===== src/rtl/sw_led_ctrl_if.sv =====
// ---------------------------------------------------------------------------
// sw_led_ctrl_if
//   Board-side bundle for the switch-to-LED controller.
//
//   sw     raw switch pins (asynchronous to clk)
//   mode   per-channel LED mode, bits [2i+1:2i] for channel i
//            00 direct, 01 inverted, 10 toggle, 11 blink
//   led    registered LED drive
//   sw_db  debounced switch level
//   rise   one-cycle pulse on a debounced 0->1 edge
//
//   master : the side that owns the pins/config (board glue, bench)
//   slave  : sw_led_ctrl
// ---------------------------------------------------------------------------
interface sw_led_ctrl_if #(
    parameter int N_CH = 4
);
    logic [N_CH-1:0]   sw;
    logic [2*N_CH-1:0] mode;
    logic [N_CH-1:0]   led;
    logic [N_CH-1:0]   sw_db;
    logic [N_CH-1:0]   rise;

    modport master (
        output sw,
        output mode,
        input  led,
        input  sw_db,
        input  rise
    );

    modport slave (
        input  sw,
        input  mode,
        output led,
        output sw_db,
        output rise
    );
endinterface


===== src/rtl/sw_led_ctrl.sv =====
// ---------------------------------------------------------------------------
// sw_led_ctrl
//   Parametrised switch-to-LED controller. Each channel synchronises its raw
//   switch, debounces it, exports the debounced level plus a rise pulse, keeps
//   a press-toggled bit, and drives its LED from one of four modes.
//
//   Build option: define SW_LED_BLINK_EN to include the shared blink
//   prescaler. Without it, mode 11 behaves as direct and BLINK_HALF is
//   ignored.
//
//   Parameters
//     N_CH        number of channels (1..16)
//     DEB_CYCLES  consecutive disagreeing synchronised samples needed to
//                 accept a switch change (>=2)
//     BLINK_HALF  clocks per blink half-period (>=2, blink build only)
//
//   Ports
//     clk    system clock, rising edge
//     rst_n  asynchronous active-low reset; every flop clears
//     bus    sw_led_ctrl_if.slave (sw, mode in; led, sw_db, rise out)
// ---------------------------------------------------------------------------

// Per-channel datapath: 2-flop synchroniser, debouncer, rise pulse,
// toggle bit and LED register.
module sw_led_lane #(
    parameter int DEB_CYCLES = 16,
    parameter int CNT_W      = 4
) (
    input  logic       clk,
    input  logic       rst_n,
    input  logic       sw,
`ifdef SW_LED_BLINK_EN
    input  logic       phase,
`endif
    input  logic [1:0] mode,
    output logic       sw_db,
    output logic       rise,
    output logic       led
);
    localparam logic [1:0] MODE_DIRECT = 2'b00;
    localparam logic [1:0] MODE_INV    = 2'b01;
    localparam logic [1:0] MODE_TOGGLE = 2'b10;
    localparam logic [CNT_W-1:0] CNT_MAX = CNT_W'(DEB_CYCLES - 1);

    logic             s1_q, s1_d;
    logic             s2_q, s2_d;
    logic [CNT_W-1:0] cnt_q, cnt_d;
    logic             sw_db_q, sw_db_d;
    logic             rise_q, rise_d;
    logic             t_q, t_d;
    logic             led_q, led_d;

    always_comb begin
        s1_d    = sw;
        s2_d    = s1_q;
        cnt_d   = cnt_q;
        sw_db_d = sw_db_q;
        rise_d  = 1'b0;
        t_d     = t_q;

        // The counter only advances while the synchronised input disagrees
        // with the accepted level; any agreement restarts the qualification.
        if (s2_q == sw_db_q) begin
            cnt_d = '0;
        end else if (cnt_q == CNT_MAX) begin
            sw_db_d = s2_q;
            cnt_d   = '0;
            if (s2_q) begin
                rise_d = 1'b1;
                t_d    = ~t_q;   // toggle tracks presses in every mode
            end
        end else begin
            cnt_d = cnt_q + 1'b1;
        end

        // LED is built from the current (pre-edge) sources, so it follows
        // sw_db / t / phase by one clock.
        unique case (mode)
            MODE_DIRECT: led_d = sw_db_q;
            MODE_INV:    led_d = ~sw_db_q;
            MODE_TOGGLE: led_d = t_q;
`ifdef SW_LED_BLINK_EN
            default:     led_d = sw_db_q & phase;
`else
            default:     led_d = sw_db_q;
`endif
        endcase
    end

    always_ff @(posedge clk or negedge rst_n) begin
        if (!rst_n) begin
            s1_q    <= 1'b0;
            s2_q    <= 1'b0;
            cnt_q   <= '0;
            sw_db_q <= 1'b0;
            rise_q  <= 1'b0;
            t_q     <= 1'b0;
            led_q   <= 1'b0;
        end else begin
            s1_q    <= s1_d;
            s2_q    <= s2_d;
            cnt_q   <= cnt_d;
            sw_db_q <= sw_db_d;
            rise_q  <= rise_d;
            t_q     <= t_d;
            led_q   <= led_d;
        end
    end

    assign sw_db = sw_db_q;
    assign rise  = rise_q;
    assign led   = led_q;
endmodule

module sw_led_ctrl #(
    parameter int N_CH       = 4,
    parameter int DEB_CYCLES = 16,
    parameter int BLINK_HALF = 8
) (
    input  logic         clk,
    input  logic         rst_n,
    sw_led_ctrl_if.slave bus
);
    localparam int CNT_W = (DEB_CYCLES > 1) ? $clog2(DEB_CYCLES) : 1;

    logic [N_CH-1:0] sw_db_w;
    logic [N_CH-1:0] rise_w;
    logic [N_CH-1:0] led_w;

`ifdef SW_LED_BLINK_EN
    // Shared blink prescaler: counts 0..BLINK_HALF-1 and flips the phase on
    // each wrap, so the first flip lands on edge BLINK_HALF after release.
    localparam int BW = (BLINK_HALF > 1) ? $clog2(BLINK_HALF) : 1;
    localparam logic [BW-1:0] BCNT_MAX = BW'(BLINK_HALF - 1);

    logic [BW-1:0] bcnt_q, bcnt_d;
    logic          phase_q, phase_d;

    always_comb begin
        bcnt_d  = bcnt_q + 1'b1;
        phase_d = phase_q;
        if (bcnt_q == BCNT_MAX) begin
            bcnt_d  = '0;
            phase_d = ~phase_q;
        end
    end

    always_ff @(posedge clk or negedge rst_n) begin
        if (!rst_n) begin
            bcnt_q  <= '0;
            phase_q <= 1'b0;
        end else begin
            bcnt_q  <= bcnt_d;
            phase_q <= phase_d;
        end
    end
`else
    // Blink period has no meaning in this build.
    logic blink_half_unused;
    assign blink_half_unused = (BLINK_HALF != 0);
`endif

    for (genvar i = 0; i < N_CH; i++) begin : g_lane
        sw_led_lane #(
            .DEB_CYCLES (DEB_CYCLES),
            .CNT_W      (CNT_W)
        ) u_lane (
            .clk   (clk),
            .rst_n (rst_n),
            .sw    (bus.sw[i]),
`ifdef SW_LED_BLINK_EN
            .phase (phase_q),
`endif
            .mode  (bus.mode[2*i +: 2]),
            .sw_db (sw_db_w[i]),
            .rise  (rise_w[i]),
            .led   (led_w[i])
        );
    end

    assign bus.sw_db = sw_db_w;
    assign bus.rise  = rise_w;
    assign bus.led   = led_w;
endmodule

===== src/flat_wrapper.sv =====
// flat-port wrapper written by rule: the top's interface ports become plain ports
module sw_led_ctrl_flat 
#(
    parameter int N_CH       = 4,
    parameter int DEB_CYCLES = 16,
    parameter int BLINK_HALF = 8
)
  (clk, rst_n, bus_sw, bus_mode, bus_led, bus_sw_db, bus_rise);
  sw_led_ctrl_if #(.N_CH(N_CH)) bus_i ();
  input  logic clk;
  input  logic rst_n;
  input wire logic [$bits(bus_i.sw)-1:0] bus_sw;
  input wire logic [$bits(bus_i.mode)-1:0] bus_mode;
  output wire logic [$bits(bus_i.led)-1:0] bus_led;
  output wire logic [$bits(bus_i.sw_db)-1:0] bus_sw_db;
  output wire logic [$bits(bus_i.rise)-1:0] bus_rise;
  assign bus_i.sw = bus_sw;
  assign bus_i.mode = bus_mode;
  assign bus_led = bus_i.led;
  assign bus_sw_db = bus_i.sw_db;
  assign bus_rise = bus_i.rise;
  sw_led_ctrl #(.N_CH(N_CH), .DEB_CYCLES(DEB_CYCLES), .BLINK_HALF(BLINK_HALF)) u_core (.clk(clk), .rst_n(rst_n), .bus(bus_i));
endmodule

===== config.mk =====
export PLATFORM = sky130hd
export DESIGN_NAME = sw_led_ctrl_flat
export DESIGN_NICKNAME = d
export VERILOG_FILES = /design/src/rtl/sw_led_ctrl_if.sv /design/src/rtl/sw_led_ctrl.sv /design/src/flat_wrapper.sv
export SDC_FILE = /design/constraint.sdc
export NUM_CORES = 1
export LEC_CHECK = 0
export ABC_AREA = 1
export CAP_MARGIN = 20
export CORE_MARGIN = 8
export CORE_UTILIZATION = 50
export DETAILED_ROUTE_END_ITERATION = 7
export PLACE_DENSITY = 0.74
export SETUP_SLACK_MARGIN = 0.3
export SYNTH_ARGS = -nofsm -noshare
export SYNTH_HDL_FRONTEND = slang
export SYNTH_SLANG_ARGS = --single-unit

===== constraint.sdc =====
create_clock -name clk -period 2.7 [get_ports clk]
set_clock_uncertainty 0.15 [all_clocks]
set_input_delay 0.675 -clock clk [delete_from_list [all_inputs] [get_ports clk]]
set_output_delay 0.675 -clock clk [all_outputs]
set_load 0.02 [all_outputs]

==> flow_summary.ini <==
[outcome]
status = finished clean

[sta]
hold_viol = 0
setup_viol = 0
final.setup.tns_ns = 0
fmax_ghz = 0.4761
slew_violations = 0
fin_crit_sh_pct = 77.78
fin_crit_ns = 2.100
worst_pin_slew_ns = 0.8504
timing.hold.ws_ns = 0.2011
relSlewSlack_pct = 43.31
rsz0062_at_grt = no

[critical_path]
worst_setup_path_start_kind = flip-flop
slowest_delay_ns = 0.62
cp.arrival_ns = 1.28
critPathTopFamily = buffers and inverters
crit_fanout = 3
worstRegToRegCells = 5
cp-end-kind = output pin
r2r-start = u_core.g_lane[3].u_lane.sw_db
worst_ep_required_time_ns = 1.88
rrSetupSlack_ns = 1.38
critPathBufInv = 1
critPathSlowestCell = clkdlybuf4s50_1
worstPathCellList = clkdlybuf4s50_1
r2r-end = u_core.g_lane[3].u_lane.cnt_q[3]
cp-startpoint = u_core.g_lane[1].u_lane.sw_db
path_class = flip-flop to output pin

[drt]
drt-total-wl_mm = 2.809
vias = 1242
drt_iter0_markers = 64
drcViolationCount = 0
dr.pass1.iters = 4
drtAntennaViolNets = 0
avgViaCountPerCell = 4.740
wl_per_cell_um = 10.72

[logic_synthesis]
ys_top_cells_by_area = dfrtp_1 53%, ha_1 11%, nand2_1 7.7%, inv_1 5.6%, buf_4 4.8%
syn_inst = 193
synth_fp_nets = 223
synthMuxAreaShare_pct = 0
synth_area_leader_cell = dfrtp_1
synth-seq-area-share_pct = 52.91
synth_top_cell_area_share_pct = 52.91
synthXorXnorAreaFrac_pct = 0
synthAdderAreaFrac_pct = 10.58
synth-simple-area-share_pct = 21.16
synth_top_family_by_area = simple AND/OR/NAND/NOR gates
postSynthAreaPerCell_um2 = 9.802
synth_compound_area_share_pct = 5.026
yosysWarnings = 0
syn-cell-area_mm2 = 0.001892
synth.distinct_cells = 16
yosys_register_bits = 40

[cells_and_area]
seq_area_mm2 = 0.001001
final_cell_mix = 40 x dfrtp_1, 39 x nand2_1, 28 x inv_1
final_common_cell = dfrtp_1
fillCellCount = 317
multi_input_area_um2 = 695.7
finalNonFillerCells = 262
nNetsFinal = 243
fin_util_pct = 60.08
syn_to_final_growth_pct = 16.27
antenna_cells = 0
drive_gt1_share_pct = 9.813

[clock_network]
htreeDepth = 2
root_buffer = clkbuf_8
cts_setup_buffers = 0
cts_buffers = 5
holdBufCountCts = 0
cts_max_path_buffers = 2
cts_tree = built
clk_latency_ns = 0.29
cts_resized = 0
clk_pin_slew_ns = 0.07
clock-sinks = 40

[place]
dpl.cell_count = 254
post-dp-hpwl_mm = 2.095
portBuffers = 25
gp_congestion = 0.7999

[global_routing]
grt_max_degree = 41
grt_pass1_wl_mm = 4.926
antenna_found_initial = 0
track_usage_pct = 10.08
grt_pass1_vias = 1180
grt_overflow = 0

[die]
num_rows = 22
die_x_um = 77.51
ios = 26
die_height_um = 77.51
dieArea_mm2 = 0.006008
coreArea_mm2 = 0.003661
start_util_pct = 51.67

[power]
vdd_drop_max_mv = 0.3573
power_density_mw_per_mm2 = 527.8
p_leak_uw = 0.001122

[min_path]
hold_class = flip-flop to flip-flop
min-delay-start = u_core.g_lane[2].u_lane.s1_q
hold_path_end = u_core.g_lane[2].u_lane.s2_q
holdPathStages = 0

[run]
maxCapViolations = 0
[cell type report]
cell class	instances	share of cell area [%]
Clock buffer	6	3.754
Multi-Input combinational cell	113	31.63
Sequential cell	40	45.51
Clock inverter	2	0.4551
Timing Repair Buffer	25	11.15
Tap cell	48	2.730
Inverter	28	4.778
[Yosys cell counts]
master / n
nor2_4: 4
nand2_1: 39
o21ai_0: 6
nor3_1: 1
nand3b_1: 4
ha_1: 16
dfrtp_1: 40
nand3_2: 4
nand2_2: 4
a21oi_1: 7
nor2_1: 13
buf_4: 12
nand4_1: 4
a21boi_0: 4
inv_1: 28
nand3_1: 7
[logic make-up (layout without fill, tap and decap cells)]
group,after synthesis,after routing
flip-flops,40,40
AND/OR/NAND/NOR,80,80
adder cells (fa/ha/maj),16,16
AO/OA/AOI/OAI,17,17
buffers and inverters,40,61
[state kept, by name, indices dropped and copies added (netlist names)]
name and cells:
u_core.g_lane.u_lane.s2_q 4, u_core.g_lane.u_lane.rise 4, u_core.g_lane.u_lane.sw_db 4, u_core.g_lane.u_lane.cnt_q 16, u_core.g_lane.u_lane.s1_q 4, u_core.g_lane.u_lane.t_q 4, u_core.g_lane.u_lane.led 4
[worst max path at each step]
stage | slack (ns) | cells after the start | to
detailed placement | 0.68 | 5 | u_core.g_lane[1].u_lane.led
global route | 0.53 | 1 | bus_sw_db[2]
global placement | 0.71 | 5 | u_core.g_lane[2].u_lane.led
floorplan | 1.26 | 4 | u_core.g_lane[0].u_lane.led
CTS | 0.58 | 1 | bus_sw_db[1]
finish | 0.60 | 1 | bus_sw_db[1]
[routing by layer]
| metal | global-route usage (%) | share of wire (%) |
|---|---|---|
| met1 | 10.68 | 43 |
| met2 | 16.26 | 49 |
| met3 | 5.069 | 6.3 |
| met5 | 0 | 0 |
| met4 | 5.094 | 1.9 |
[per-stage QoR]
step | setup WS, ns | area (um2) | total power, uW
2_1_floorplan | 1.264 | 1892 | 722.0
3_3_place_gp | 0.7118 | 2107 | 766.3
3_5_place_dp | 0.6755 | 2107 | 771.1
4_1_cts | 0.5767 | 2200 | 1179
5_1_grt | 0.5311 | 2200 | 1223
6_report | 0.5998 | 2200 | 1161
[report_power, final]
group	total (uW)	switching [uW]	internal (uW)	leakage (uW)
Clock	404	200	204	0.0000510
Sequential	646	19.6	626	0.000525
Combinational	112	58.7	53.2	0.000547
Power figures use the tool's default switching activity.
